<file path="src/rtl/shift_issue_unit.sv">
// Two-stage issue wrapper around barrelShifter: decode MIPS shift
// requests, shift from S1, register the result with flags in S2.
module barrelShifter #(
  parameter int N  = 32,
  parameter int SW = $clog2(N)
) (
  input  logic [N-1:0]  num,
  input  logic [SW-1:0] shift_num,
  input  logic          LbarR,
  input  logic          ASR,
  input  logic          rotate,
  output logic [N-1:0]  out
);
  logic [N-1:0] v;

  always_comb begin
    v = num;
    for (int i = 0; i < SW; i++) begin
      if (shift_num[i]) begin
        if (!LbarR)
          v = v << (1 << i);
        else if (rotate)
          v = (v >> (1 << i)) | (v << (N - (1 << i)));
        else if (ASR)
          v = $signed(v) >>> (1 << i);
        else
          v = v >> (1 << i);
      end
    end
  end

  assign out = v;
endmodule

module shift_issue_unit #(
  parameter int DATA_W = 32,
  parameter int SH_W   = $clog2(DATA_W)
) (
  input  logic              clk,
  input  logic              rst,
  input  logic              in_valid,
  output logic              in_ready,
  input  logic [5:0]        in_funct,
  input  logic              in_rot,
  input  logic [SH_W-1:0]   in_shamt,
  input  logic [DATA_W-1:0] in_rs,
  input  logic [DATA_W-1:0] in_rt,
  output logic              out_valid,
  input  logic              out_ready,
  output logic [DATA_W-1:0] out_data,
  output logic              out_zero,
  output logic              out_err
);
  typedef struct packed {
    logic              valid;
    logic [DATA_W-1:0] rt;
    logic [SH_W-1:0]   amt;
    logic              lbar_r;
    logic              asr;
    logic              rot;
    logic              err;
  } s1_t;

  typedef struct packed {
    logic              valid;
    logic [DATA_W-1:0] data;
    logic              zero;
    logic              err;
  } s2_t;

  s1_t s1, req;
  s2_t s2;

  logic              adv1, adv2;
  logic              var_amt, is_srl;
  logic [DATA_W-1:0] sh_out, res;
  logic              unused_rs;

  assign unused_rs = ^in_rs[DATA_W-1:SH_W];

  always_comb begin
    req       = '0;
    var_amt   = 1'b0;
    is_srl    = 1'b0;
    req.valid = in_valid;
    req.rt    = in_rt;
    unique case (in_funct)
      6'b000000: ;
      6'b000010: begin
        req.lbar_r = 1'b1;
        is_srl     = 1'b1;
      end
      6'b000011: begin
        req.lbar_r = 1'b1;
        req.asr    = 1'b1;
      end
      6'b000100: var_amt = 1'b1;
      6'b000110: begin
        req.lbar_r = 1'b1;
        is_srl     = 1'b1;
        var_amt    = 1'b1;
      end
      6'b000111: begin
        req.lbar_r = 1'b1;
        req.asr    = 1'b1;
        var_amt    = 1'b1;
      end
      default: req.err = 1'b1;
    endcase
    req.rot = is_srl & in_rot;
    if (in_rot && !is_srl)
      req.err = 1'b1;
    req.amt = var_amt ? in_rs[SH_W-1:0] : in_shamt;
  end

  barrelShifter #(.N(DATA_W)) u_shifter (
    .num       (s1.rt),
    .shift_num (s1.amt),
    .LbarR     (s1.lbar_r),
    .ASR       (s1.asr),
    .rotate    (s1.rot),
    .out       (sh_out)
  );

  // errored slots carry a clean zero result downstream
  assign res  = s1.err ? '0 : sh_out;
  assign adv2 = !s2.valid | out_ready;
  assign adv1 = !s1.valid | adv2;

  always_ff @(posedge clk) begin
    if (rst) begin
      s1 <= '0;
      s2 <= '0;
    end else begin
      if (adv2) begin
        s2.valid <= s1.valid;
        s2.data  <= res;
        s2.zero  <= (res == '0);
        s2.err   <= s1.err;
      end
      if (adv1)
        s1 <= req;
    end
  end

  assign in_ready  = adv1;
  assign out_valid = s2.valid;
  assign out_data  = s2.data;
  assign out_zero  = s2.zero;
  assign out_err   = s2.err;
endmodule

</file>
<file path="config.mk">
export PLATFORM = sky130hd
export DESIGN_NAME = shift_issue_unit
export DESIGN_NICKNAME = d
export VERILOG_FILES = /design/src/rtl/shift_issue_unit.sv
export SDC_FILE = /design/constraint.sdc
export NUM_CORES = 1
export LEC_CHECK = 0
export ABC_AREA = 1
export BUFFER_PORTS_ARGS = -buffer_cell sky130_fd_sc_hd__buf_2
export CORE_ASPECT_RATIO = 0.75
export CORE_MARGIN = 2
export CORE_UTILIZATION = 35
export DETAILED_ROUTE_END_ITERATION = 10
export PLACE_DENSITY = 0.63
export SLEW_MARGIN = 20
export SYNTH_ARGS = -nofsm -noshare
export SYNTH_HDL_FRONTEND = slang
export SYNTH_HIERARCHICAL = 1
export SYNTH_SLANG_ARGS = --single-unit
</file>
<file path="constraint.sdc">
create_clock -name clk -period 7.55 [get_ports clk]
set_clock_uncertainty 0.1 [all_clocks]
set_input_delay 1.51 -clock clk [delete_from_list [all_inputs] [get_ports clk]]
set_output_delay 1.51 -clock clk [all_outputs]
set_load 0.03 [all_outputs]
</file>
Word level (Yosys, flattened, before mapping). Cells that the tools add are included.

Bits in registers: 77. Bits in latches: 0. Memory bits (writable): 0. ROM bits: 0. Output and inout port bits: 36. Logic and storage cells: 63. Memories: 0.

Add/sub/neg operators: 0. $mul: 0. Divide/modulo/power cells: 0. $lt $le $gt $ge: 0. Equality and inequality tests: 5. Shift-type cells: 0. Multiplexer cells: 28. Bitwise gates (word level): 8. Reduce and logical (&&, ||, !) cells: 11.

Operator list (number): two-way mux 32 bit (21); logical NOT 32 bit (1); bitwise OR 16 x 32 -> 32 bit (1); bitwise OR 24 x 32 -> 32 bit (1); bitwise OR 28 x 32 -> 32 bit (1); bitwise OR 30 x 32 -> 32 bit (1); bitwise OR 31 x 32 -> 32 bit (1); equality test 6 x 3 -> 1 bit, second input constant (3); equality test 6 x 2 -> 1 bit, second input constant (2); logical NOT 6 bit (1); two-way mux 1 bit (6); OR reduction 6 bit (1); two-way mux 5 bit (1); OR reduction 2 bit (2); OR reduction 4 bit (1); logical NOT 1 bit (3); OR reduction 3 bit (1); bitwise OR 1 bit (2); bitwise AND 1 bit (1); logical AND 1 bit (1).

Logic depth before layout (Yosys ltp).
Depth in word-level cells: 22. Mapped depth: 28. Mapped depth without buffers: 26.

Cells and area by module. The synthesis kept the hierarchy.

Modules (own cells, without submodules): barrelShifter (times used 1, cells each 685, area each 3235.6 um^2, sequential area each 0.0 um^2); shift_issue_unit (times used 1, cells each 401, area each 2957.8 um^2, sequential area each 1541.5 um^2).

Worst setup path before layout. OpenSTA, ideal clock, no wires.

Kind: input -> output. Start point: input port out_ready. End point: output port in_ready. Arrival: 2.144 ns. Required time: 5.940 ns. Path slack: 3.796 ns. Cell stages on the path: 3. Buffers on the path: 1. Cell sequence: nor2_2 -> nand2_1 -> clkbuf_1.

Longest elaborated chain between the ends: 2.

RTL lines: start: declaration (line 49) `input logic out_ready,`; bitwise OR 1 bit (line 127) `assign adv2 = !s2.valid | out_ready;`; bitwise OR 1 bit (line 128) `assign adv1 = !s1.valid | adv2;`; end: declaration (line 42) `output logic in_ready,`.

Every way passes these cells.

Worst setup path in the final report. Same ends and word-level chain as after synthesis.

==> results.sh <==
export IMPL_numCtsBuffers=9
export IMPL_met3_usage_pct=3.93
export IMPL_crit_fanout=41
export IMPL_worst_slew_pin_slew_ns=0.937
export IMPL_finalHoldViolations=0
export IMPL_fin_setup_tns_ns=0
export IMPL_gp_congestion=0.945
export IMPL_yosys_area_top_type="nand2_1"
export IMPL_drtIter0Drc=726
export IMPL_path_clk_slew_ns=0.06
export IMPL_area_growth_pct=12.0
export IMPL_dr_pass1_iters=6
export IMPL_seq_area_frac_synth_pct=24.9
export IMPL_grt_use_total_pct=20.3
export IMPL_r2r_start="s1[3]"
export IMPL_final_cells=1369
export IMPL_max_freq_mhz=236
export IMPL_fin_crit_sh_pct=56.2
export IMPL_rsz0062_at_grt="false"
export IMPL_peakVddDrop_mv=0.146
export IMPL_cts_hold_fix_buffers=0
export IMPL_setup_viol=0
export IMPL_initial_utilization_pct=35.4
export IMPL_busiest_layer="met1"
export IMPL_max_slew_margin_pct=37.5
export IMPL_syn_area_sq_mm=0.00619
export IMPL_grt_pass1_wl_mm=31.1
export IMPL_end_kind="primary output"
export IMPL_rows=42
export IMPL_ios=116
export IMPL_dp_slack_ns=3.29
export IMPL_clock_sinks=77
export IMPL_synth_edf_count=0
export IMPL_cp_start_kind="input pin"
export IMPL_crit_arrival_ns=2.64
export IMPL_grt_pass1_vias=6290
export IMPL_drv_cap=0
export IMPL_clock_latency_ns=0.35
export IMPL_yosysUniqueCellTypes=43
export IMPL_die_area_sq_mm=0.0188
export IMPL_syn_nets=1166
export IMPL_io_buffers=88
export IMPL_leakagePower_nw=3.33
export IMPL_grt_overflow=0
export IMPL_p_per_area_mw_per_mm2=190
export IMPL_cts_resized=0
export IMPL_tritoncts="yes"
export IMPL_nNetsFinal=1203
export IMPL_hold_path_depth=2
export IMPL_crit_type="in2out"
export IMPL_die_w_um=158
export IMPL_period_needed_ns=4.25
export IMPL_run_status="finished clean"
export IMPL_synthArstFlopShare_pct=0
export IMPL_use_met2_pct=29.8
export IMPL_cts_root_buf="clkbuf_16"
export IMPL_wl_mm=18.8
export IMPL_fill_cells=1943
export IMPL_cts_setup_buffers=0
export IMPL_hp_class="reg2reg"
export IMPL_cp_required_ns=5.94
export IMPL_numPlacedInstances=1354
export IMPL_drv_slew=0
export IMPL_dp_hpwl_mm=13.8
export IMPL_ys_flop_type="dfxtp_1"
export IMPL_utilization_pct=39.6
export IMPL_synth_area_per_cell_sq_um=5.70
export IMPL_startpoint="out_ready"
export IMPL_core_area_sq_mm=0.0175
export IMPL_grt_max_degree=67
export IMPL_chipHeight_um=119
export IMPL_drive_gt1_share_pct=13.3
export IMPL_ys_ff_latch=77
export IMPL_rr_worst_depth=21
export IMPL_wire_per_inst_um=13.7
export IMPL_netlist_top_cells_area="nand2_1 27%, dfxtp_1 25%, a21oi_1 7.3%"
export IMPL_synth_top_area_share_pct=26.7
export IMPL_vias=7092
export IMPL_worst_slack_ns=3.30
export IMPL_cts_htree_levels=3
export IMPL_drcViolationCount=0
export IMPL_cts_buffer_depth=2
export IMPL_post_synth_top_count_cell="nand2_1"
export IMPL_antennaDiodeCount=0
export IMPL_drtAntennaViolNets=0
export IMPL_synth_warnings=6
export IMPL_grt_util_met1_pct=30.1
export IMPL_antenna_found_initial=0
export IMPL_synth_top_cells_by_count="440 x nand2_1, 90 x a21oi_1, 83 x o21ai_0"
export IMPL_syn_inst=1086
export IMPL_hp_start="out_data[22]"
export IMPL_viasPerCell=5.18
==> logic make-up (layout without fill, tap and decap cells) <==
group | count (synthesis) | after routing | synth area share [%]
AOI/OAI and AO/OA | 250 | 250 | 24.0
buffers and inverters | 152 | 193 | 11.3
DFF | 77 | 77 | 24.9
and+or+nand+nor | 607 | 607 | 39.8
==> metal layers <==
| layer | vias up | share of wire [%] | wire (um) |
|---|---|---|---|
| li1 | 3615 | - | - |
| met1 | 3216 | 50 | 9330 |
| met2 | 238 | 42 | 7850 |
| met3 | 23 | 6.9 | 1300 |
| met4 | 0 | 1.4 | 269 |
| met5 | - | 0 | 0 |
==> power by group <==
group	internal (W)	leakage [nW]	switching, W
Clock	0.000298	0.151	0.000177
Sequential	0.000433	0.637	0.0000289
Combinational	0.000123	2.54	0.000257
Total	0.000853	3.33	0.000462
==> area by class of cell <==
type,instances,area (sq um),area share [%]
clock buffers,10,239,3.44
clock inverters,5,83.8,1.21
well taps,242,303,4.36
repair buffers,96,500,7.21
flip-flops and latches,77,1550,22.3
multi-input cells,857,3950,57.0
inverters,82,313,4.51
==> placed cells by master, fill, tap and decap left out, types with 18 or more instances in the layout <==
| cell | Yosys | layout |
|---|---|---|
| nand3_1 | 74 | 74 |
| a21oi_1 | 90 | 90 |
| dfxtp_1 | 77 | 76 |
| nand2_1 | 440 | 440 |
| o21ai_0 | 83 | 83 |
| nor2_1 | 67 | 67 |
| o21ai_1 | 20 | 20 |
| o211ai_1 | 18 | 18 |
| buf_2 | 17 | 88 |
| inv_1 | 70 | 70 |
==> sequential cells by signal, summed over array words and instances (netlist names) <==
register   count
s1            42
out_data      32
out_valid      1
out_err        1
out_zero       1
==> worst max-delay path, cell delays in order <==
cell,delay (ns)
buf_2,0.10
nor2_2,0.41
nand2_1,0.09
buf_4,0.27
buf_2,0.23
==> through the flow <==
| stage | instance area, sq um | hold slack [ns] | power, W |
|---|---|---|---|
| after CTS | 6940 | 0.366 | 0.00132 |
| after floorplan | 6190 | 0.341 | 0.000743 |
| after global placement | 6610 | 0.352 | 0.000839 |
| final | 6940 | 0.365 | 0.00132 |
| after global routing | 6940 | 0.380 | 0.00139 |
| after detailed placement | 6610 | 0.357 | 0.000842 |
==> worst paths after layout <==
kind	to	slack (ns)
worst max-delay path	in_ready	3.30
worst min-delay path	out_data[22]	0.37
worst max register to register	out_zero	3.69
worst min register to register	out_data[22]	0.37
(Power assumes the default switching activity.)
